**src/rtl/aes_pkg.sv**
```systemverilog
// Shared AES definitions: mode encodings, GF(2^8) helpers and state/column types.
package aes_pkg;

    localparam logic [1:0] MODE_FWD = 2'b00;
    localparam logic [1:0] MODE_INV = 2'b01;
    localparam logic [1:0] MODE_BYP = 2'b10;
    localparam logic [7:0] AES_POLY = 8'h1b;

    typedef logic [31:0]  col_t;
    typedef logic [127:0] state_t;

    typedef enum logic [1:0] {ST_IDLE, ST_BUSY, ST_DONE} fsm_t;

    function automatic logic [7:0] xtime(input logic [7:0] b);
        return {b[6:0], 1'b0} ^ (b[7] ? AES_POLY : 8'h00);
    endfunction

    // MixColumns coefficients never exceed 4 bits, so only 4 doublings are needed.
    function automatic logic [7:0] gmul(input logic [7:0] a, input logic [3:0] k);
        logic [7:0] acc;
        logic [7:0] p;
        acc = '0;
        p   = a;
        for (int unsigned i = 0; i < 4; i++) begin
            if (k[i]) acc = acc ^ p;
            p = xtime(p);
        end
        return acc;
    endfunction

endpackage

```
**src/rtl/mix_columns_seq_word.sv**
```systemverilog
// Combinational single-column MixColumns: forward, inverse or pass-through.
module mix_column_word
    import aes_pkg::*;
(
    input  logic [31:0] col_in,
    input  logic [1:0]  mode,
    output logic [31:0] col_out
);

    logic [7:0] a    [4];
    logic [3:0] coef [4];

    always_comb begin
        for (int unsigned r = 0; r < 4; r++) a[r] = col_in[31-8*r -: 8];
    end

    always_comb begin
        if (mode == MODE_INV) coef = '{4'he, 4'hb, 4'hd, 4'h9};
        else                  coef = '{4'h2, 4'h3, 4'h1, 4'h1};
    end

    // Row r uses the base coefficient row rotated right by r.
    always_comb begin
        logic [7:0] acc;
        logic [1:0] idx;
        col_out = col_in;
        acc     = '0;
        idx     = '0;
        case (mode)
            MODE_FWD, MODE_INV: begin
                for (int unsigned r = 0; r < 4; r++) begin
                    acc = '0;
                    for (int unsigned k = 0; k < 4; k++) begin
                        idx = 2'(k - r);
                        acc = acc ^ gmul(a[k], coef[idx]);
                    end
                    col_out[31-8*r -: 8] = acc;
                end
            end
            MODE_BYP: col_out = col_in;
            default:  col_out = col_in;
        endcase
    end

endmodule

```
**src/rtl/mix_columns_seq.sv**
```systemverilog
// Sequential MixColumns engine: COLS_PER_CYCLE columns per clock behind valid/ready.
module mix_columns_seq
    import aes_pkg::*;
#(
    parameter int unsigned COLS_PER_CYCLE = 1
) (
    input  logic         clk,
    input  logic         rst_n,
    input  logic         in_valid,
    output logic         in_ready,
    input  logic [1:0]   mode,
    input  logic [127:0] state_in,
    output logic         out_valid,
    input  logic         out_ready,
    output logic [127:0] state_out
);

    if (COLS_PER_CYCLE != 1 && COLS_PER_CYCLE != 2 && COLS_PER_CYCLE != 4) begin : g_bad_cpc
        $error("mix_columns_seq: COLS_PER_CYCLE must be 1, 2 or 4");
    end

    // A 2-bit column counter wraps to 0 on its own after the last group.
    localparam logic [1:0] COL_STEP = 2'(COLS_PER_CYCLE);
    localparam logic [1:0] COL_LAST = 2'(4 - COLS_PER_CYCLE);

    fsm_t       fsm_q, fsm_d;
    logic [1:0] col_q, col_d;
    state_t     data_q, data_d;
    logic [1:0] mode_q, mode_d;

    col_t word_in  [COLS_PER_CYCLE];
    col_t word_out [COLS_PER_CYCLE];

    always_comb begin
        logic [1:0] rd_slot;
        rd_slot = '0;
        for (int unsigned j = 0; j < COLS_PER_CYCLE; j++) begin
            rd_slot    = col_q + 2'(j);
            word_in[j] = data_q[127-32*rd_slot -: 32];
        end
    end

    for (genvar g = 0; g < COLS_PER_CYCLE; g++) begin : g_word
        mix_column_word u_word (
            .col_in  (word_in[g]),
            .mode    (mode_q),
            .col_out (word_out[g])
        );
    end

    always_comb begin
        logic [1:0] wr_slot;
        wr_slot   = '0;
        fsm_d     = fsm_q;
        col_d     = col_q;
        data_d    = data_q;
        mode_d    = mode_q;
        in_ready  = 1'b0;
        out_valid = 1'b0;
        case (fsm_q)
            ST_IDLE: begin
                in_ready = 1'b1;
                if (in_valid) begin
                    data_d = state_in;
                    mode_d = mode;
                    col_d  = '0;
                    fsm_d  = ST_BUSY;
                end
            end
            ST_BUSY: begin
                for (int unsigned j = 0; j < COLS_PER_CYCLE; j++) begin
                    wr_slot = col_q + 2'(j);
                    data_d[127-32*wr_slot -: 32] = word_out[j];
                end
                col_d = col_q + COL_STEP;
                if (col_q == COL_LAST) fsm_d = ST_DONE;
            end
            ST_DONE: begin
                out_valid = 1'b1;
                in_ready  = out_ready;
                if (out_ready) begin
                    if (in_valid) begin
                        data_d = state_in;
                        mode_d = mode;
                        col_d  = '0;
                        fsm_d  = ST_BUSY;
                    end else begin
                        fsm_d = ST_IDLE;
                    end
                end
            end
            default: fsm_d = ST_IDLE;
        endcase
    end

    always_ff @(posedge clk or negedge rst_n) begin
        if (!rst_n) begin
            fsm_q  <= ST_IDLE;
            col_q  <= '0;
            data_q <= '0;
            mode_q <= MODE_FWD;
        end else begin
            fsm_q  <= fsm_d;
            col_q  <= col_d;
            data_q <= data_d;
            mode_q <= mode_d;
        end
    end

    assign state_out = data_q;

endmodule
```
**config.mk**
```make
export PLATFORM = sky130hd
export DESIGN_NAME = mix_columns_seq
export DESIGN_NICKNAME = d
export VERILOG_FILES = /design/src/rtl/aes_pkg.sv /design/src/rtl/mix_columns_seq_word.sv /design/src/rtl/mix_columns_seq.sv
export SDC_FILE = /design/constraint.sdc
export NUM_CORES = 1
export LEC_CHECK = 0
export BUFFER_PORTS_ARGS = -buffer_cell sky130_fd_sc_hd__buf_2
export CAP_MARGIN = 20
export CORE_ASPECT_RATIO = 1.1
export CORE_MARGIN = 8
export CORE_UTILIZATION = 39
export CTS_CLUSTER_SIZE = 40
export DETAILED_ROUTE_END_ITERATION = 7
export SETUP_SLACK_MARGIN = 0.2
export SLEW_MARGIN = 10
export SYNTH_ARGS = -nofsm -noshare
export SYNTH_HDL_FRONTEND = slang
export SYNTH_HIERARCHICAL = 1
export SYNTH_SLANG_ARGS = --single-unit
```
**constraint.sdc**
```tcl
create_clock -name clk -period 6.8 [get_ports clk]
set_input_delay 1.36 -clock clk [delete_from_list [all_inputs] [get_ports clk]]
set_output_delay 1.36 -clock clk [all_outputs]
set_load 0.03 [all_outputs]
```
==> reports/metrics.csv <==
metric;value;unit
cp_data_required_time;7.12;ns
drt_first_iter_violations;710;
endpoint_kind;flop;
tightest_slew_margin_relative_to_the_limit;0.2690;
utilization;0.4760;
rows;61;
globalRoute.totalOverflow;0;
mappedNetlistNets;975;
floorplan.io_pins;264;
htree_levels;4;
insertion_delay;0.43;ns
wl;37270;um
ctsResizeCount;0;
postLayoutSetupSlackWorst;2.023;ns
globalRouteTotalUtil;0.2368;
viasPerCell;5.941;
grt_pass1_wl;56170;um
tritoncts.num_buffers;17;
final_cell_area;12060;sq um
pre_cts_slack;2.102;ns
mappedNetlistArea;10080;sq um
setup.worst_path.start_class;flop;
final_antenna_net_count;0;
syn-instance-count;837;
cts_tree;done;
die_width;169.3;um
drc_violations_left;0;
num_vias;8288;
dieArea;31250;sq um
layout_common_cells;sky130_fd_sc_hd__buf_2 (262), sky130_fd_sc_hd__xnor2_1 (142), sky130_fd_sc_hd__dfrtp_1 (132), sky130_fd_sc_hd__a32o_1 (128), sky130_fd_sc_hd__mux2_2 (108);
path_max_fanout;29;
grt_setup_unrepaired;no;
layout.nets;1173;
synth.avg_cell_area;12.04;sq um
detailed_place_hpwl;26230;um
tightestPinTransition;1.094;ns
synth.lib_cells_used.distinct;41;
grt_pass1_vias;8874;
outcome;completed;
drv.max_cap_violation_count;0;
gp_congestion;0.9053;
floorplan.initialDensity;0.3978;
buffer_count_from_post_cts_setup_fixing;0;
grt_max_degree;86;
die_y;184.6;um
crit_path_dat;5.09;ns
yosys_warnings;6;
ys_ff_latch;134;
path_class;flop to flop;
holdCritPathClass;flop to flop;
final_hold_fails;0;
cts_root_buf;sky130_fd_sc_hd__clkbuf_16;
place_area;11470;sq um
grt_antenna_before_repair;1;
mostFrequentLayoutCell;sky130_fd_sc_hd__buf_2;
share_of_synthesized_area_occupied_by_flip_flops_and_latches;0.3326;
design.core.area;25340;sq um
setup_skew;0.01261;ns
clock_sinks;134;
postCtsHoldBufs;0;
final_period_minus_worst_setup_slack;4.777;ns
report.final.slew_viol_count;0;
wl_per_cell;26.72;um
final_min_period_over_clock_period;0.7025;
timing.fmax;0.2093;GHz
port_buffers;263;
setup_viol;0;
area_growth;19.65;%
post_route_cells_drive_above_1_share;0.4561;
clkTransAtPathRegs;0.06;ns
detail_route.first_pass.iterations;7;
fin_tns_setup;0;ns
cts-root-to-sink-buffers;2;
[Yosys cell counts (all sizes together)]
cell type    n  area (sq um)
a21o         1         7.510
a21oi        2         10.01
a32o       128          1281
and2         4         25.02
and3         2         12.51
and3b        1         8.760
buf         50         334.1
clkbuf      49         183.9
dfrtp      134          3353
ha           4         50.05
inv          6         22.52
mux2       146          1644
mux2i        8         80.08
mux4        32         720.7
nand2       29         113.9
nand2b       2         12.51
nand3b       1         20.02
nor2         8         35.03
nor2b        5         31.28
nor3         1         10.01
nor3b        2         15.01
o21ai       21         135.1
o2bb2ai      3         26.28
o31ai        1         7.510
xnor2      152          1429
xnor3        6         135.1
xor2        38         351.6
xor3         1         25.02
[state kept, by name, summed over array words and instances (netlist names)]
| signal | flops |
|---|---|
| mode_q | 2 |
| fsm_q | 2 |
| col_q | 2 |
| state_out | 128 |
[worst paths after layout]
check                      slack (ns)  cells past startpoint             end      startpoint
hold / removal                   0.51                      1  state_out[100]  state_out[100]
max in group asynchronous        4.52                      2  state_out[114]           rst_n
setup / recovery                 2.02                     11  state_out[120]        col_q[0]
min in group asynchronous        1.01                      1   state_out[67]           rst_n
setup reg to reg                 2.02                     11  state_out[120]        col_q[0]
hold reg to reg                  0.51                      1  state_out[100]  state_out[100]
[metal layers]
layer | GRT usage | routed length, um
met5 | 0 | 0
met4 | 0.09245 | 960
met3 | 0.04985 | 2605
met2 | 0.3938 | 18610
met1 | 0.2967 | 15090
[worst max-delay path, stage by stage, from the launching register on]
cell and delay [ns]:
sky130_fd_sc_hd__dfrtp_2 1.07, sky130_fd_sc_hd__buf_4 0.38, sky130_fd_sc_hd__mux4_2 0.70, sky130_fd_sc_hd__xnor3_1 0.49, sky130_fd_sc_hd__xnor2_1 0.35, sky130_fd_sc_hd__and3_1 0.20
sky130_fd_sc_hd__o21ai_1 0.11, sky130_fd_sc_hd__xnor2_2 0.33, sky130_fd_sc_hd__xnor2_1 0.14, sky130_fd_sc_hd__mux2_2 0.34, sky130_fd_sc_hd__a32o_1 0.24, sky130_fd_sc_hd__mux2_1 0.28
[cell type report]
cell class / count / area (sq um)
Inverter: 6 / 22.52
Sequential cell: 134 / 3356
Clock inverter: 11 / 101.3
Fill cell: 2447 / 13280
Clock buffer: 21 / 460.4
Tap cell: 346 / 432.9
Timing Repair Buffer: 278 / 1455
Multi-Input combinational cell: 598 / 6231
Antenna cell: 1 / 2.502
[stage by stage]
step                      hold slack (ns)  std cells
after floorplan                    0.4562        837
after global placement             0.4838       1361
after detailed placement           0.4957       1361
after CTS                          0.5108       1393
after global routing               0.5381       1395
final                              0.5108       1395
[cells by family after synthesis]
logic type                 synth area share
buffers and inverters               0.05362
DFF                                  0.3326
adders and majority gates          0.004965
xor gates and xnor gates             0.1925
muxes                                0.2425
AOI/OAI and AO/OA                    0.1456
and+or+nand+nor                     0.02817
Power is left out: the tool's default activity adds up to more than one toggle a clock period on the data nets, which glitch-free logic cannot reach.
